### src/rtl/cpu_pkg.sv
// Shared core definitions: instruction-fetch FSM states, error causes and the
// canonical NOP used to fill the instruction register.
package cpu_pkg;

  typedef enum logic [1:0] {
    IDLE = 2'b00,
    REQ  = 2'b01,
    DONE = 2'b10,
    ERR  = 2'b11
  } ifetch_state_t;

  localparam logic [1:0]  IF_CAUSE_NONE     = 2'b00;
  localparam logic [1:0]  IF_CAUSE_MISALIGN = 2'b01;
  localparam logic [1:0]  IF_CAUSE_TIMEOUT  = 2'b10;

  // addi x0,x0,0
  localparam logic [31:0] NOP_INSTR = 32'h0000_0013;

endpackage

### src/rtl/ifetch_unit_if.sv
// Fetch-stage bundle: core-side PC/instruction signals plus the
// instruction-memory request/acknowledge bus.
interface ifetch_unit_if;

  logic [31:0] PCaddr;
  logic        dbusy;
  logic        imem_ack;
  logic [31:0] imem_rdata;
  logic        imem_req;
  logic [31:0] imem_addr;
  logic [31:0] instr;
  logic        iready;
  logic        ifetch_err;
  logic [1:0]  ifetch_cause;

  modport master (
    input  PCaddr, dbusy, imem_ack, imem_rdata,
    output imem_req, imem_addr, instr, iready, ifetch_err, ifetch_cause
  );

  modport slave (
    output PCaddr, dbusy, imem_ack, imem_rdata,
    input  imem_req, imem_addr, instr, iready, ifetch_err, ifetch_cause
  );

endinterface

### src/rtl/ifetch_unit_wdog.sv
// Saturating count of REQ cycles spent waiting for an acknowledge; expired
// is raised once the count sits at MAX_WAIT-1.
module fetch_wdog #(
  parameter int MAX_WAIT = 16
) (
  input  logic clk,
  input  logic RST,
  input  logic clear,
  input  logic en,
  output logic expired
);

  localparam int            CW    = (MAX_WAIT > 1) ? $clog2(MAX_WAIT) : 1;
  localparam logic [CW-1:0] LIMIT = CW'(MAX_WAIT - 1);

  logic [CW-1:0] cnt_q;
  logic [CW-1:0] cnt_d;

  // Counter register.
  always_ff @(posedge clk) begin
    if (RST) begin
      cnt_q <= {CW{1'b0}};
    end else begin
      cnt_q <= cnt_d;
    end
  end

  // Clear has priority; counting stops at the limit instead of wrapping.
  always_comb begin
    cnt_d = cnt_q;
    if (clear) begin
      cnt_d = {CW{1'b0}};
    end else if (en && (cnt_q != LIMIT)) begin
      cnt_d = cnt_q + CW'(1);
    end else begin
      cnt_d = cnt_q;
    end
  end

  // Limit decode.
  always_comb begin
    expired = (cnt_q == LIMIT);
  end

endmodule

### src/rtl/ifetch_unit.sv
// Instruction-fetch stage: samples PCaddr, runs one request/ack transaction on
// the instruction bus, latches the word and pulses iready for one cycle.
module ifetch_unit
  import cpu_pkg::*;
#(
  parameter int MAX_WAIT = 16
) (
  input  logic             clk,
  input  logic             RST,
  ifetch_unit_if.master    bus
);

  ifetch_state_t state_q, state_d;
  logic [31:0]   addr_q,  addr_d;
  logic [31:0]   instr_q, instr_d;
  logic [1:0]    cause_q, cause_d;

  logic          wdog_clear;
  logic          wdog_en;
  logic          wdog_expired;

  fetch_wdog #(
    .MAX_WAIT (MAX_WAIT)
  ) u_wdog (
    .clk     (clk),
    .RST     (RST),
    .clear   (wdog_clear),
    .en      (wdog_en),
    .expired (wdog_expired)
  );

  // State and datapath registers; reset overrides every transition.
  always_ff @(posedge clk) begin
    if (RST) begin
      state_q <= IDLE;
      addr_q  <= 32'h0000_0000;
      instr_q <= NOP_INSTR;
      cause_q <= IF_CAUSE_NONE;
    end else begin
      state_q <= state_d;
      addr_q  <= addr_d;
      instr_q <= instr_d;
      cause_q <= cause_d;
    end
  end

  // Next-state and datapath update.
  always_comb begin
    state_d = state_q;
    addr_d  = addr_q;
    instr_d = instr_q;
    cause_d = cause_q;
    case (state_q)
      IDLE: begin
        if (bus.dbusy) begin
          state_d = IDLE;
        end else if (bus.PCaddr[1:0] != 2'b00) begin
          state_d = ERR;
          cause_d = IF_CAUSE_MISALIGN;
        end else begin
          state_d = REQ;
          addr_d  = bus.PCaddr;
        end
      end
      REQ: begin
        // A late ack in the final wait cycle still wins over the timeout.
        if (bus.imem_ack) begin
          state_d = DONE;
          instr_d = bus.imem_rdata;
        end else if (wdog_expired) begin
          state_d = ERR;
          instr_d = NOP_INSTR;
          cause_d = IF_CAUSE_TIMEOUT;
        end else begin
          state_d = REQ;
        end
      end
      DONE:    state_d = IDLE;
      ERR:     state_d = ERR;
      default: state_d = IDLE;
    endcase
  end

  // Outputs decoded from registered state; the watchdog restarts outside REQ.
  always_comb begin
    bus.imem_req     = (state_q == REQ);
    bus.imem_addr    = addr_q;
    bus.instr        = instr_q;
    bus.iready       = (state_q == DONE);
    bus.ifetch_err   = (state_q == ERR);
    bus.ifetch_cause = cause_q;
    wdog_clear       = (state_q != REQ);
    wdog_en          = (state_q == REQ) && !bus.imem_ack;
  end

endmodule

### src/flat_wrapper.sv
// flat-port wrapper written by rule: the top's interface ports become plain ports
module ifetch_unit_flat import cpu_pkg::*;
#(
  parameter int MAX_WAIT = 16
)
  (clk, RST, bus_PCaddr, bus_dbusy, bus_imem_ack, bus_imem_rdata, bus_imem_req, bus_imem_addr, bus_instr, bus_iready, bus_ifetch_err, bus_ifetch_cause);
  ifetch_unit_if bus_i ();
  input  logic clk;
  input  logic RST;
  input wire logic [$bits(bus_i.PCaddr)-1:0] bus_PCaddr;
  input wire logic [$bits(bus_i.dbusy)-1:0] bus_dbusy;
  input wire logic [$bits(bus_i.imem_ack)-1:0] bus_imem_ack;
  input wire logic [$bits(bus_i.imem_rdata)-1:0] bus_imem_rdata;
  output wire logic [$bits(bus_i.imem_req)-1:0] bus_imem_req;
  output wire logic [$bits(bus_i.imem_addr)-1:0] bus_imem_addr;
  output wire logic [$bits(bus_i.instr)-1:0] bus_instr;
  output wire logic [$bits(bus_i.iready)-1:0] bus_iready;
  output wire logic [$bits(bus_i.ifetch_err)-1:0] bus_ifetch_err;
  output wire logic [$bits(bus_i.ifetch_cause)-1:0] bus_ifetch_cause;
  assign bus_i.PCaddr = bus_PCaddr;
  assign bus_i.dbusy = bus_dbusy;
  assign bus_i.imem_ack = bus_imem_ack;
  assign bus_i.imem_rdata = bus_imem_rdata;
  assign bus_imem_req = bus_i.imem_req;
  assign bus_imem_addr = bus_i.imem_addr;
  assign bus_instr = bus_i.instr;
  assign bus_iready = bus_i.iready;
  assign bus_ifetch_err = bus_i.ifetch_err;
  assign bus_ifetch_cause = bus_i.ifetch_cause;
  ifetch_unit #(.MAX_WAIT(MAX_WAIT)) u_core (.clk(clk), .RST(RST), .bus(bus_i));
endmodule
### config.mk
export PLATFORM = sky130hd
export DESIGN_NAME = ifetch_unit_flat
export DESIGN_NICKNAME = d
export VERILOG_FILES = /design/src/rtl/cpu_pkg.sv /design/src/rtl/ifetch_unit_if.sv /design/src/rtl/ifetch_unit_wdog.sv /design/src/rtl/ifetch_unit.sv /design/src/flat_wrapper.sv
export SDC_FILE = /design/constraint.sdc
export NUM_CORES = 1
export LEC_CHECK = 0
export CAP_MARGIN = 25
export CORE_ASPECT_RATIO = 1.25
export CORE_UTILIZATION = 40
export DETAILED_ROUTE_END_ITERATION = 10
export MAX_ROUTING_LAYER = met4
export PLACE_DENSITY = 0.88
export SYNTH_ARGS = -nofsm -noshare
export SYNTH_HDL_FRONTEND = slang
export SYNTH_SLANG_ARGS = --single-unit
### constraint.sdc
create_clock -name clk -period 2.05 [get_ports clk]
set_input_delay 0.5125 -clock clk [delete_from_list [all_inputs] [get_ports clk]]
set_output_delay 0.5125 -clock clk [all_outputs]
set_load 0.01 [all_outputs]
-- Word level (Yosys, flattened, before mapping)
Index checks and enable logic that the tools add are counted.
- register bits after elaboration: 72
- add/sub/neg operators: 1
- reductions and logical operators: 11
- eq/ne operators: 10
- mux-type cells: 12
- bitwise gates (word level): 2
- operators with widths (kind ; count):
    $mux 32 ; 2
    $mux 2 ; 8
    $pmux 2 s4 ; 1
    $ne 2x1->1 const B ; 3
    $reduce_bool 2->1 ; 3
    $reduce_and 5->1 ; 1
    $add 4x1->4 const B ; 1
    $eq 2x2->1 const B ; 2
    $eq 4x4->1 const B ; 1
    $ne 2x2->1 const B ; 2
    $ne 4x4->1 const B ; 1
    $pmux 2 s2 ; 1
    $reduce_and 3->1 ; 1
    $eq 2x1->1 const B ; 1
    $logic_and 1x1->1 ; 2
    $logic_not 2->1 ; 1
    $not 1->1 ; 2
    $reduce_and 2->1 ; 1
    $reduce_or 2->1 ; 1
    $logic_not 1->1 ; 1

-- Longest topological paths before layout
- word-level depth: 4
- gate-level depth with buffers: 6

-- By module
From an unflattened synthesis, not the netlist that was laid out.
- cells, all modules: 337
- area, all modules: 2971.6 µm²
- by module, submodules not included (module ; instances ; area each (µm²) ; cells an instance ; sequential area each (µm²)):
    ifetch_unit ; 1 ; 2760.1 ; 315 ; 1361.3
    fetch_wdog ; 1 ; 211.5 ; 22 ; 80.1

-- Worst setup path before layout
OpenSTA, ideal clock, no wires.
- kind: input to register
- start: input bus_dbusy
- end: register u_core.addr_q[10] (netlist: u_core.bus.imem_addr[10])
- arrival: 1597 ps
- required time: 1934 ps
- buffers on the path: 2
- path slack: 337 ps
- library setup time: 116 ps
- cell stages on the path: 5
- cells stage by stage: or3_1 buf_6 buf_8 o311a_1 a31o_1
- word-level cells in the longest chain between the ends: 2
- RTL lines (element ; line ; RTL):
    from (decl) ; flat_wrapper.sv:11 ; input wire logic [$bits(bus_i.dbusy)-1:0] bus_dbusy;
    $not 1->1 (no line) ; - ;
    $reduce_and 3->1 (no line) ; - ;
    to (signal assigned) ; ifetch_unit.sv:41 ; addr_q <= addr_d;
    to (decl) ; ifetch_unit.sv:14 ; logic [31:0] addr_q, addr_d;
No other way between the ends.
A chain may end at the register's enable or synchronous reset.

-- Final worst setup path
- start: register u_core.state_q[1]
- end: output bus_ifetch_err
- word-level cells in the longest chain between the ends: 1
- RTL lines (element ; line ; RTL):
    from (decl) ; ifetch_unit.sv:13 ; ifetch_state_t state_q, state_d;
    from (signal assigned) ; ifetch_unit.sv:40 ; state_q <= state_d;
    $eq 2x2->1 ; ifetch_unit.sv:90 ; bus.ifetch_err = (state_q == ERR);
    to (decl) ; flat_wrapper.sv:18 ; output wire logic [$bits(bus_i.ifetch_err)-1:0] bus_ifetch_err;
No other way between the ends.

==> metrics <==
status complete, no violations; sequential-to-total area share from yosys stat 52.60%; Cell Pwr Density 659.8 nW/um^2; routed vias/inst 5.362; crit-path max cell delay 0.56 ns; dpl ws -0.1112 ns; clock skew 0.008897 ns; Worst-Margin Slew 0.3487 ns; clock sink total 72; GRT overflow 0; Avg Cell Area, Syn 11.42 um^2; Worst slew margin 76.46%; share of layout cells above drive strength 1 10.00%; Crit path max-delay family buffers and inverters; Max Cap Violations 0; Placer Congestion 0.7641; H-Tree Depth 3; Tot GR Track Use 20.65%; fillcell total 527; clock-pin slew on the worst setup and hold paths 0.07 ns; post-CTS resize count 2; critical path's slowest cell clkdlybuf4s50_1; CTS max path bufs 2; grt met1 use 24.06%; die height 94.54 um; R2R Setup Slk 0.39 ns; leakage 1.686 nW; final setup violation count 0; #FFs+latches synth 72; TritonCTS clock tree yes; Setup TNS Final 0 ns; busiest grt layer met2; fin nets 444; WL per Instance 15.12 um; Yosys warning count 0; Distinct cells, synth 34; Post-DRT Antenna Nets 0; Crit. End Element output pin; worst path cell trace and2_1, clkdlybuf4s50_1; peak supply drop 0.4156 mV; crit start category flop; Peak Freq 0.5125 GHz; initial antenna violation count 0; critical-path maximum fanout 9; Initial DRC Count 104; Core Box Area 6606 um^2; largest net degree at the start of global routing 34; most frequent cells in the layout clkdlybuf4s50_1, dfxtp_1, o311a_1, a22o_1, a31o_1; min cycle time layout 1.951 ns; CTS buffer count 9; buffers and inverters on the worst path 1; min setup slack post-route 0.09860 ns; vias in the first global route 2505; WS Path Type reg2out; Mapped Area 2740 um^2; quantity of hold-fixing buffers added after cts 0; critical path arrival 1.44 ns; Overall Power 2.915 mW; final hold vios 0; Worst EP required 1.54 ns; Area growth, synth to finish 61.23%; Rows 33; Final period util 95.19%; Port Buf Inserts 136; total number of vias 2504; Die Wd 76.03 um; DIE AREA 7188 um^2; grt met3 use 6.087%; n_diodes 0; commonest non-fill, non-tap cell in the layout clkdlybuf4s50_1; synthesized netlist cell count 240; Remaining DRCs 0; clk root buf clkbuf_8; Setup Buffers After CTS 0; first-pass iteration count of the detailed router 4; Net Count, Synth 309; routed wire length 7061 um; DP HPWL 4991 um; I/O pin count 137; fin. max-slew vios 0; met2 Usage GRT 33.56%; initial core utilization 41.48%; worst skew pair latency 0.33 ns; RSZ-0062 raised after global routing false; first-pass GRT wire length 11460 um; hold crit path type reg2reg
==> worst reg2reg max path, delay by kind of cell (launching register included) <==
kind,cells,cell delay [ns]
flip-flops,1,0.33
AO/OA/AOI/OAI,1,0.17
AND/OR/NAND/NOR,2,0.53
buffers and inverters,3,0.56
==> per-stage QoR <==
step                      cells  hold slack [ns]  cell area (um^2)  utilization, %
final                       467           0.4570              4418           66.88
after detailed placement    451           0.4434              4249           64.32
after floorplan             240           0.4686              2740               -
after CTS                   467           0.4609              4415           66.84
after global routing        467           0.4813              4418           66.88
after global placement      451           0.4384              4249           64.32
==> final timing paths <==
path,start,depth (start not counted),to
setup reg to reg,u_core.state_q[0],6,u_core.bus.imem_addr[2]
setup / recovery,u_core.state_q[1],2,bus_ifetch_err
hold reg to reg,u_core.bus.instr[4],2,u_core.bus.instr[4]
hold / removal,u_core.bus.instr[4],2,u_core.bus.instr[4]
==> logic make-up after synthesis <==
group           share of synthesized area (%)
compound gates                          33.88
simple gates                            5.982
buf+inv                                 6.392
flops                                   52.60
fa+ha+maj                              0.4565
mux                                    0.3653
xor+xnor                               0.3197
==> state kept, by name, indices dropped and copies added, names as in the netlist <==
name and cells:
u_core.bus.imem_addr 32, u_core.bus.instr 32, u_core.u_wdog.cnt_q 4, u_core.bus.ifetch_cause 2, u_core.state_q 2
==> Yosys cell counts <==
master / count / share of area (%)
a31o_2: 3 / 0.96
and2b_4: 1 / 0.37
o311a_1: 30 / 11
dfxtp_1: 72 / 53
nor3_1: 2 / 0.37
a22o_1: 29 / 9.3
o221ai_1: 1 / 0.32
nand2_1: 3 / 0.41
and2_1: 1 / 0.23
inv_1: 4 / 0.55
a21oi_1: 8 / 1.5
o21ai_0: 5 / 0.91
or2_1: 1 / 0.23
nor2b_1: 3 / 0.69
buf_2: 2 / 0.37
nand2b_1: 1 / 0.23
o2111a_1: 1 / 0.41
ha_1: 1 / 0.46
nand3b_1: 1 / 0.27
nor3b_1: 3 / 0.82
and4bb_2: 1 / 0.46
nand3_1: 1 / 0.18
o311ai_0: 2 / 0.64
mux2i_1: 1 / 0.37
buf_1: 1 / 0.14
clkbuf_1: 18 / 2.5
a31o_1: 28 / 8.9
buf_8: 3 / 1.6
buf_4: 3 / 0.82
nor2_1: 5 / 0.69
xor2_1: 1 / 0.32
or3_1: 2 / 0.46
nor3_4: 1 / 0.59
buf_6: 1 / 0.41
==> area by class of cell <==
type / instances / area [um^2] / share of cell area, %
timing repair buffer: 152 / 1558 / 35.26
clock inverter: 3 / 17.52 / 0.3965
sequential: 72 / 1443 / 32.65
tap: 87 / 108.9 / 2.464
clock buffer: 13 / 148.9 / 3.370
multi-input combinational: 136 / 1127 / 25.52
inverter: 4 / 15.01 / 0.3398
==> layer usage <==
| metal | vias up | share of wire (%) |
|---|---|---|
| met5 | - | 0 |
| met4 | 0 | 1.3 |
| met3 | 12 | 7.6 |
| met2 | 122 | 47 |
| met1 | 1156 | 44 |
| li1 | 1214 | - |
==> power by group <==
part,switching (mW),leakage [nW],internal [mW]
combinational,0.195,1.02,0.288
clock,0.480,0.0834,0.470
sequential,0.0317,0.584,1.45
Power figures use the tool's default switching activity.
